$ cat src/rtl/key_event_pkg.sv
`default_nettype none
// +----------------------------------------------------------------------------+
// | key_event_pkg: shared state encoding, reset constants and counter sizing   |
// | for the pushbutton event detector.                     Revision: 1.0       |
// +----------------------------------------------------------------------------+
package key_event_pkg;

  typedef enum logic [1:0] {
    IDLE        = 2'b00,
    DEB_PRESS   = 2'b01,
    HELD        = 2'b10,
    DEB_RELEASE = 2'b11
  } key_state_e;

  localparam logic       SYNC_RESET_VALUE  = 1'b1;
  localparam logic [1:0] STATE_RESET_VALUE = IDLE;

  // Bits needed to hold 0..max_value inclusive, never less than one.
  function automatic int cnt_width(input int max_value);
    int w;
    w = $clog2(max_value + 1);
    return (w < 1) ? 1 : w;
  endfunction

endpackage
`default_nettype wire

$ cat src/rtl/key_event_channel.sv
`default_nettype none
// +----------------------------------------------------------------------------+
// | key_event_channel: one key's synchroniser, debounce FSM and hold/repeat    |
// | counters. Auto-repeat is built only with KEY_EVENT_REPEAT_EN. Revision: 1.0|
// +----------------------------------------------------------------------------+
module key_event_channel
  import key_event_pkg::*;
#(
  parameter int DEBOUNCE_CYCLES   = 16,
  parameter int LONG_PRESS_CYCLES = 1000,
  parameter int REPEAT_CYCLES     = 100
) (
  input  logic clock,
  input  logic reset,
  input  logic key_n,
  output logic key_level,
  output logic press_pulse,
  output logic release_pulse,
  output logic long_pulse
);

  localparam int DEB_W  = cnt_width(DEBOUNCE_CYCLES);
  localparam int HOLD_W = cnt_width(LONG_PRESS_CYCLES);

  localparam logic [DEB_W-1:0]  DEB_MAX  = DEB_W'(DEBOUNCE_CYCLES);
  localparam logic [HOLD_W-1:0] HOLD_MAX = HOLD_W'(LONG_PRESS_CYCLES);

  localparam logic [1:0] ST_IDLE        = IDLE;
  localparam logic [1:0] ST_DEB_PRESS   = DEB_PRESS;
  localparam logic [1:0] ST_HELD        = HELD;
  localparam logic [1:0] ST_DEB_RELEASE = DEB_RELEASE;

  if (DEBOUNCE_CYCLES < 1) begin : g_bad_debounce
    $error("DEBOUNCE_CYCLES must be at least 1");
  end
  if (LONG_PRESS_CYCLES <= DEBOUNCE_CYCLES) begin : g_bad_long
    $error("LONG_PRESS_CYCLES must exceed DEBOUNCE_CYCLES");
  end
  if (REPEAT_CYCLES < 2) begin : g_bad_repeat
    $error("REPEAT_CYCLES must be at least 2");
  end

  logic [1:0]        sync_d, sync_q;
  logic [1:0]        state_d, state_q;
  logic [DEB_W-1:0]  deb_d, deb_q;
  logic [HOLD_W-1:0] hold_d, hold_q;
  logic              key_level_d, key_level_q;
  logic              press_d, press_q;
  logic              release_d, release_q;
  logic              long_d, long_q;
  logic              event_press;
  logic              repeat_fire;
  logic              synced;

  assign sync_d = {sync_q[0], key_n};
  assign synced = sync_q[1];

  always_comb begin
    state_d     = state_q;
    deb_d       = deb_q;
    hold_d      = hold_q;
    event_press = 1'b0;
    release_d   = 1'b0;
    long_d      = 1'b0;
    case (state_q)
      ST_IDLE: begin
        if (!synced) begin
          state_d = ST_DEB_PRESS;
          deb_d   = DEB_W'(1);
        end
      end
      ST_DEB_PRESS: begin
        if (synced) begin
          state_d = ST_IDLE;
        end else if (deb_q == DEB_MAX) begin
          state_d     = ST_HELD;
          event_press = 1'b1;
          hold_d      = '0;
        end else begin
          deb_d = deb_q + 1'b1;
        end
      end
      ST_HELD: begin
        if (synced) begin
          state_d = ST_DEB_RELEASE;
          deb_d   = DEB_W'(1);
        end else if (hold_q != HOLD_MAX) begin
          // Saturation at HOLD_MAX is what keeps long_pulse to once per hold.
          hold_d = hold_q + 1'b1;
          long_d = (hold_d == HOLD_MAX);
        end
      end
      ST_DEB_RELEASE: begin
        if (!synced) begin
          state_d = ST_HELD;
        end else if (deb_q == DEB_MAX) begin
          state_d   = ST_IDLE;
          release_d = 1'b1;
        end else begin
          deb_d = deb_q + 1'b1;
        end
      end
      default: begin
        state_d = ST_IDLE;
        deb_d   = '0;
        hold_d  = '0;
      end
    endcase
  end

`ifdef KEY_EVENT_REPEAT_EN
  localparam int REP_W = cnt_width(REPEAT_CYCLES);
  localparam logic [REP_W-1:0] REP_MAX = REP_W'(REPEAT_CYCLES);

  logic [REP_W-1:0] rep_d, rep_q;

  // Counts only once the hold has saturated, so the first repeat lands
  // REPEAT_CYCLES after long_pulse; DEB_RELEASE simply holds the value.
  always_comb begin
    rep_d       = rep_q;
    repeat_fire = 1'b0;
    if ((state_q == ST_HELD) && !synced && (hold_q == HOLD_MAX)) begin
      if (rep_q == REP_MAX - 1'b1) begin
        rep_d       = '0;
        repeat_fire = 1'b1;
      end else begin
        rep_d = rep_q + 1'b1;
      end
    end else if (state_d == ST_IDLE) begin
      rep_d = '0;
    end
  end

  always_ff @(posedge clock or negedge reset) begin
    if (!reset) begin
      rep_q <= '0;
    end else begin
      rep_q <= rep_d;
    end
  end
`else
  assign repeat_fire = 1'b0;
`endif

  assign press_d     = event_press | repeat_fire;
  assign key_level_d = (state_d == ST_HELD) || (state_d == ST_DEB_RELEASE);

  always_ff @(posedge clock or negedge reset) begin
    if (!reset) begin
      sync_q      <= {2{SYNC_RESET_VALUE}};
      state_q     <= STATE_RESET_VALUE;
      deb_q       <= '0;
      hold_q      <= '0;
      key_level_q <= 1'b0;
      press_q     <= 1'b0;
      release_q   <= 1'b0;
      long_q      <= 1'b0;
    end else begin
      sync_q      <= sync_d;
      state_q     <= state_d;
      deb_q       <= deb_d;
      hold_q      <= hold_d;
      key_level_q <= key_level_d;
      press_q     <= press_d;
      release_q   <= release_d;
      long_q      <= long_d;
    end
  end

  assign key_level     = key_level_q;
  assign press_pulse   = press_q;
  assign release_pulse = release_q;
  assign long_pulse    = long_q;

endmodule
`default_nettype wire

$ cat src/rtl/key_event_detector.sv
`default_nettype none
// +----------------------------------------------------------------------------+
// | key_event_detector: NUM_KEYS independent debounced pushbutton channels.    |
// | Define KEY_EVENT_REPEAT_EN to build auto-repeat.        Revision: 1.0       |
// +----------------------------------------------------------------------------+
module key_event_detector
  import key_event_pkg::*;
#(
  parameter int NUM_KEYS          = 4,
  parameter int DEBOUNCE_CYCLES   = 16,
  parameter int LONG_PRESS_CYCLES = 1000,
  parameter int REPEAT_CYCLES     = 100
) (
  input  logic                clock,
  input  logic                reset,
  input  logic [NUM_KEYS-1:0] key_n,
  output logic [NUM_KEYS-1:0] key_level,
  output logic [NUM_KEYS-1:0] press_pulse,
  output logic [NUM_KEYS-1:0] release_pulse,
  output logic [NUM_KEYS-1:0] long_pulse
);

  if ((NUM_KEYS < 1) || (NUM_KEYS > 16)) begin : g_bad_num_keys
    $error("NUM_KEYS must be within 1..16");
  end

  for (genvar k = 0; k < NUM_KEYS; k++) begin : g_channel
    key_event_channel #(
      .DEBOUNCE_CYCLES  (DEBOUNCE_CYCLES),
      .LONG_PRESS_CYCLES(LONG_PRESS_CYCLES),
      .REPEAT_CYCLES    (REPEAT_CYCLES)
    ) u_channel (
      .clock        (clock),
      .reset        (reset),
      .key_n        (key_n[k]),
      .key_level    (key_level[k]),
      .press_pulse  (press_pulse[k]),
      .release_pulse(release_pulse[k]),
      .long_pulse   (long_pulse[k])
    );
  end

endmodule
`default_nettype wire
$ cat config.mk
export PLATFORM = sky130hd
export DESIGN_NAME = key_event_detector
export DESIGN_NICKNAME = d
export VERILOG_FILES = /design/src/rtl/key_event_pkg.sv /design/src/rtl/key_event_channel.sv /design/src/rtl/key_event_detector.sv
export SDC_FILE = /design/constraint.sdc
export NUM_CORES = 1
export LEC_CHECK = 0
export CORE_ASPECT_RATIO = 1.2
export CORE_MARGIN = 3
export CORE_UTILIZATION = 55
export CTS_BUF_LIST = sky130_fd_sc_hd__clkbuf_16
export DETAILED_ROUTE_END_ITERATION = 6
export PLACE_DENSITY = 0.85
export SLEW_MARGIN = 0
export SYNTH_ARGS = -nofsm -noshare
export SYNTH_HDL_FRONTEND = slang
export SYNTH_HIERARCHICAL = 1
export SYNTH_SLANG_ARGS = --single-unit
$ cat constraint.sdc
create_clock -name clock -period 1.6 [get_ports clock]
set_input_delay 0.32 -clock clock [delete_from_list [all_inputs] [get_ports clock]]
set_output_delay 0.32 -clock clock [all_outputs]
set_load 0.005 [all_outputs]
== Yosys cells after proc, flatten, opt, wreduce, memory -nomap -nowiden ==
Index checks and enable logic that the tools add are counted.

* Add/subtract/negate cells: 8
* Equal/unequal tests: 60
* Muxes and demuxes: 104
* Reduce and logical (&&, ||, !) cells: 20

{| class="wikitable"
|+ Operator list
! kind !! number
|-
| $mux 10 || 16
|-
| $mux 5 || 20
|-
| $pmux 10 s2 || 4
|-
| $pmux 5 s4 || 4
|-
| $mux 2 || 24
|-
| $add 10x1->10 const B || 4
|-
| $eq 10x10->1 const B || 4
|-
| $ne 10x10->1 const B || 4
|-
| $eq 2x2->1 const B || 16
|-
| $mux 1 || 32
|-
| $ne 2x1->1 const B || 16
|-
| $pmux 2 s4 || 4
|-
| $ne 2x2->1 const B || 12
|-
| $add 5x1->5 const B || 4
|-
| $eq 5x5->1 const B || 4
|-
| $reduce_and 5->1 || 4
|-
| $reduce_and 4->1 || 4
|-
| $eq 2x1->1 const B || 4
|-
| $logic_not 2->1 || 4
|-
| $reduce_bool 2->1 || 4
|-
| $logic_or 1x1->1 || 4
|}

* Register bits after elaboration: 92
* Bits of input ports: 6
* Word-level logic and storage cells: 224

== Longest topological paths before layout ==
* Depth after elaboration: 6
* Depth in mapped cells: 7
* Depth with buffers taken out: 6

== Hierarchy ==
Netlist, hierarchy kept.

{| class="wikitable"
|+ Modules (own cells, without submodules)
! module !! times used !! cells each !! area an instance (µm²) !! sequential area each (µm²)
|-
| key_event_channel (g_channel[0].u_channel ...) || 2 || 122 || 1187.4 || 553.0
|-
| key_event_channel (g_channel[3].u_channel) || 1 || 128 || 1255.0 || 553.0
|-
| key_event_channel (g_channel[1].u_channel) || 1 || 119 || 1204.9 || 553.0
|}

== Worst setup path after synthesis ==
Ideal clock, no wire load.

* Path kind: reg2reg
* From: reg g_channel[3].u_channel.deb_q[0]
* To: reg g_channel[3].u_channel.hold_q[0]
* Library setup time: 0.125 ns
* Arrival time: 1.604 ns
* Path slack: -0.129 ns
* Stages on the path, launching flop included: 8
* Cells stage by stage: dfrtp_1 -> inv_1 -> ha_1 -> and4bb_2 -> nand2_1 -> o32a_1 -> buf_6 -> mux2_4

* Longest elaborated chain between the ends: 3

{| class="wikitable"
|+ RTL lines
! element !! RTL line !! text
|-
| from (decl) || key_event_channel.sv:45 || <nowiki>logic [DEB_W-1:0] deb_d, deb_q;</nowiki>
|-
| from (signal assigned) || key_event_channel.sv:152 || <nowiki>deb_q <= '0;</nowiki>
|-
| from (signal assigned) || key_event_channel.sv:161 || <nowiki>deb_q <= deb_d;</nowiki>
|-
| $eq 5x5->1 || key_event_channel.sv:75 || <nowiki>end else if (deb_q == DEB_MAX) begin</nowiki>
|-
| $ne 2x1->1 (no source line) || -- ||
|-
| $reduce_and 5->1 (no source line) || -- ||
|-
| to (signal assigned) || key_event_channel.sv:162 || <nowiki>hold_q <= hold_d;</nowiki>
|-
| to (decl) || key_event_channel.sv:46 || <nowiki>logic [HOLD_W-1:0] hold_d, hold_q;</nowiki>
|}

Every way passes these cells.
A chain may end at the register's enable or synchronous reset.

== Worst setup path in the final report ==
* From: reg g_channel[3].u_channel.deb_q[0]
* To: reg g_channel[3].u_channel.hold_q[9]

Same word-level chain as after synthesis.

==> impl_metrics.ini <==
[status]
run_status = finished with violations
failed_checks = negative setup slack

[logic_synthesis]
synth-main-ff-cell = sky130_fd_sc_hd__dfrtp_1
synth.ff_latch_count = 88
synth.largest_area_cell = sky130_fd_sc_hd__dfrtp_1
synthDistinctLibCells = 61
syn_nets = 517
netlist_instances = 491
synth-edff-count = 0
yosys_warnings = 6
ys_seq_area_share_pct = 45.8
post_synth_instance_area_sq_um = 4830
async_flop_share_pct = 100
synth_top_area_share_pct = 41.4
synth_most_common_cell = sky130_fd_sc_hd__dfrtp_1
average_instance_area_after_synthesis_sq_um = 9.85
yosys-top-cells-area = sky130_fd_sc_hd__dfrtp_1, sky130_fd_sc_hd__ha_1, sky130_fd_sc_hd__dfstp_2, sky130_fd_sc_hd__nand3_1, sky130_fd_sc_hd__o21ai_0
yosys-top-cells-count = sky130_fd_sc_hd__dfrtp_1, sky130_fd_sc_hd__nand2_1, sky130_fd_sc_hd__nand3_1

[cells_and_area]
final_design_area_no_fill_sq_um = 6570
flow.area_growth_from_synthesis_pct = 35.9
nFillCells = 464
final_layout_size_suffix_gt1_share_pct = 33.3
final_core_utilization_pct = 78.9
num-nets-final = 633
antenna_cells = 0

[power_and_ir_drop]
part_of_the_power_in_the_clock_network_pct = 39.1
max-vdd-ir-drop_mv = 0.940
pwr_density_cell_nw_per_um2 = 795
power.total_w = 0.00523
combinationalPowerShare_pct = 13.2
p_int_w = 0.00388
p_leak_nw = 2.79
p_seq_share_pct = 47.7
power_switching_share_pct = 25.8
p_sw_w = 0.00135

[timing]
maxSlewViolCount = 0
final.min_clock_period_ns = 1.76
sum_of_negative_setup_slack_ns = -1.83
least_setup_slack_across_all_paths_after_layout_ns = -0.162
timing_worst_slew_pin_value_ns = 0.522
hold_viol = 0
setup_viol = 23
skew_ns = 0.00920
slew_headroom_pct = 65.1
timing.hold.ws_ns = 0.349
max_freq_mhz = 567
rsz_0062_raised_after_global_routing = yes
fin_crit_sh_pct = 110

[grt]
grtUsageMet2_pct = 42.2
largest_net_degree_at_the_start_of_global_routing = 32
initial_antenna_violation_count = 0
gr-usage-met1_pct = 28.7
grt_pass1_wl_um = 19600
grt_use_total_pct = 24.3
met3_usage_pct = 4.76
global_route.overflow_total = 0
grt_busiest_layer = met2
number_of_global_route_vias_before_repair = 4295

[routing]
antenna_violating_nets_post_route = 0
drt_first_iter_violations = 291
vias = 4507
avgRoutedWirePerCell_um = 17.8
detail_route.drc_violations = 0
routed_wirelength_um = 13000
drt-vias-per-instance = 6.21
first_pass_iters = 5

[setup_path]
cp.arrival_ns = 1.98
path_class = register to register
timing.reg2reg.setup_slack_ns = -0.16
worst_r2r_path_depth = 7
critical-path-top-delay-family = compound AO/OA/AOI/OAI gates
critical_path.max_fanout = 7
critPathCaptureType = register
critPathSlowestCell = sky130_fd_sc_hd__dfrtp_1
crit_chain = inv_2 > ha_4 > and4bb_2 > nand2_2 > o32a_1 > buf_6 > o22a_1
start_kind = register
critical-path-max-stage-delay_ns = 0.40
timing.critical_path.buf_inv = 2
critPathRequiredTime_ns = 1.82
cp.depth = 7

[worst_hold_path]
min_delay_path_depth = 0
hold_class = register to register

[clocking]
number_of_buffers_created_by_cts = 9
ctsLongestPathBuffers = 2
root_buffer = sky130_fd_sc_hd__clkbuf_16
clock_sinks = 88
cts_tree = built
clk_pin_slew_worst_paths_ns = 0.06
clock_latency_ns = 0.34
ctsHtreeMaxLevel = 3

[place]
port-buffer-count = 21
post_dp_cell_area_sq_um = 5760
hpwl_um = 7710
routabilityCongestion = 0.889

[floorplanning]
die_width_um = 91.6
design.die.area_sq_um = 9960
placeableCoreArea_sq_um = 8330
die_height_um = 109
core.rowCount = 36
ioPinCount = 22
initial_utilization_pct = 58.0

[run]
timing.max_cap.violations = 0
[final timing paths]
path                                                  start                          endpoint
setup / recovery            g_channel[3].u_channel/deb_q[0]  g_channel[3].u_channel/hold_q[9]
hold / removal             g_channel[1].u_channel/sync_q[0]  g_channel[1].u_channel/sync_q[1]
setup reg to reg            g_channel[3].u_channel/deb_q[0]  g_channel[3].u_channel/hold_q[9]
hold reg to reg            g_channel[1].u_channel/sync_q[0]  g_channel[1].u_channel/sync_q[1]
max in group asynchronous                             reset  g_channel[0].u_channel/sync_q[1]
min in group asynchronous                             reset  g_channel[1].u_channel/hold_q[4]
[metal layers]
metal / up-vias / share of wire, % / wire (um)
met2: 172 / 51 / 6660
met4: 0 / 4.0 / 518
li1: 2051 / - / -
met5: - / 0 / 0
met3: 56 / 4.5 / 579
met1: 2228 / 40 / 5190
[layout by cell type, fill, tap and decap left out, types with 11 or more instances in the layout]
| cell | Yosys | routed |
|---|---|---|
| sky130_fd_sc_hd__inv_1 | 32 | 24 |
| sky130_fd_sc_hd__ha_1 | 20 | 11 |
| sky130_fd_sc_hd__buf_4 | 3 | 76 |
| sky130_fd_sc_hd__o21ai_0 | 38 | 33 |
| sky130_fd_sc_hd__a31oi_1 | 12 | 11 |
| sky130_fd_sc_hd__buf_6 | 2 | 15 |
| sky130_fd_sc_hd__nor3_1 | 21 | 19 |
| sky130_fd_sc_hd__nand3_1 | 39 | 36 |
| sky130_fd_sc_hd__nand2b_1 | 11 | 11 |
| sky130_fd_sc_hd__nand2_1 | 48 | 44 |
| sky130_fd_sc_hd__nor2_1 | 15 | 14 |
| sky130_fd_sc_hd__nand4_1 | 13 | 13 |
| sky130_fd_sc_hd__clkdlybuf4s50_1 | 0 | 16 |
| sky130_fd_sc_hd__a21oi_1 | 19 | 14 |
| sky130_fd_sc_hd__dfrtp_1 | 80 | 75 |
[flip-flops by register name, indices dropped and copies added, names as in the netlist]
| register | count |
|---|---|
| g_channel.u_channel/press_pulse | 4 |
| g_channel.u_channel/long_pulse | 4 |
| g_channel.u_channel/hold_q | 40 |
| g_channel.u_channel/state_q | 4 |
| g_channel.u_channel/deb_q | 20 |
| g_channel.u_channel/key_level | 4 |
| g_channel.u_channel/release_pulse | 4 |
| g_channel.u_channel/sync_q | 8 |
[stage by stage]
stage / instances / setup slack [ns]
final: 726 / -0.162
after floorplan: 491 / -0.0988
after global placement: 692 / -0.0456
after CTS: 719 / -0.111
after detailed placement: 692 / -0.121
after global routing: 726 / -0.217
[kinds of logic (layout without fill, tap and decap cells)]
logic type                 Yosys count  in the layout  synth area share, %
AOI/OAI and AO/OA                  131            131                 19.7
muxes                                7              7                 1.58
adders and majority gates           20             20                 5.18
and+or+nand+nor                    197            197                 22.8
buffers and inverters               43            164                 4.01
xor gates and xnor gates             5              5                0.906
DFF                                 88             88                 45.8
[worst register-to-register path, stage by stage, from the launching register on]
cell and delay [ns]:
sky130_fd_sc_hd__dfrtp_1 0.40, sky130_fd_sc_hd__inv_2 0.09, sky130_fd_sc_hd__ha_4 0.13, sky130_fd_sc_hd__and4bb_2 0.25, sky130_fd_sc_hd__nand2_2 0.06, sky130_fd_sc_hd__o32a_1 0.38, sky130_fd_sc_hd__buf_6 0.16, sky130_fd_sc_hd__o22a_1 0.17
[area by class of cell]
type                    instances  area, sq um  area share, %
clock buffers                   9          225           3.43
clock inverters                 7         63.8          0.971
inverters                      32          120           1.83
multi-input cells             360         2780           42.3
flip-flops and latches         88         2220           33.8
well taps                     114          143           2.17
repair buffers                116         1020           15.6
[what timing repair did]
action	4_1_cts	5_1_grt
resized for setup	33	59
pin swaps	11	31
hold endpoints to repair	15	0
endpoints found under the setup margin	36	51
hold buffers	1	0
buffers inserted	10	10
[power groups by stage]
stage	registers, W	logic, W	clock network [W]
2_1_floorplan	0.00251	0.000278	0
4_1_cts	0.00248	0.000612	0.00207
3_3_place_gp	0.00250	0.000524	0
5_1_grt	0.00251	0.000761	0.00217
3_5_place_dp	0.00252	0.000562	0
6_report	0.00250	0.000688	0.00204
Power figures use the tool's default switching activity.
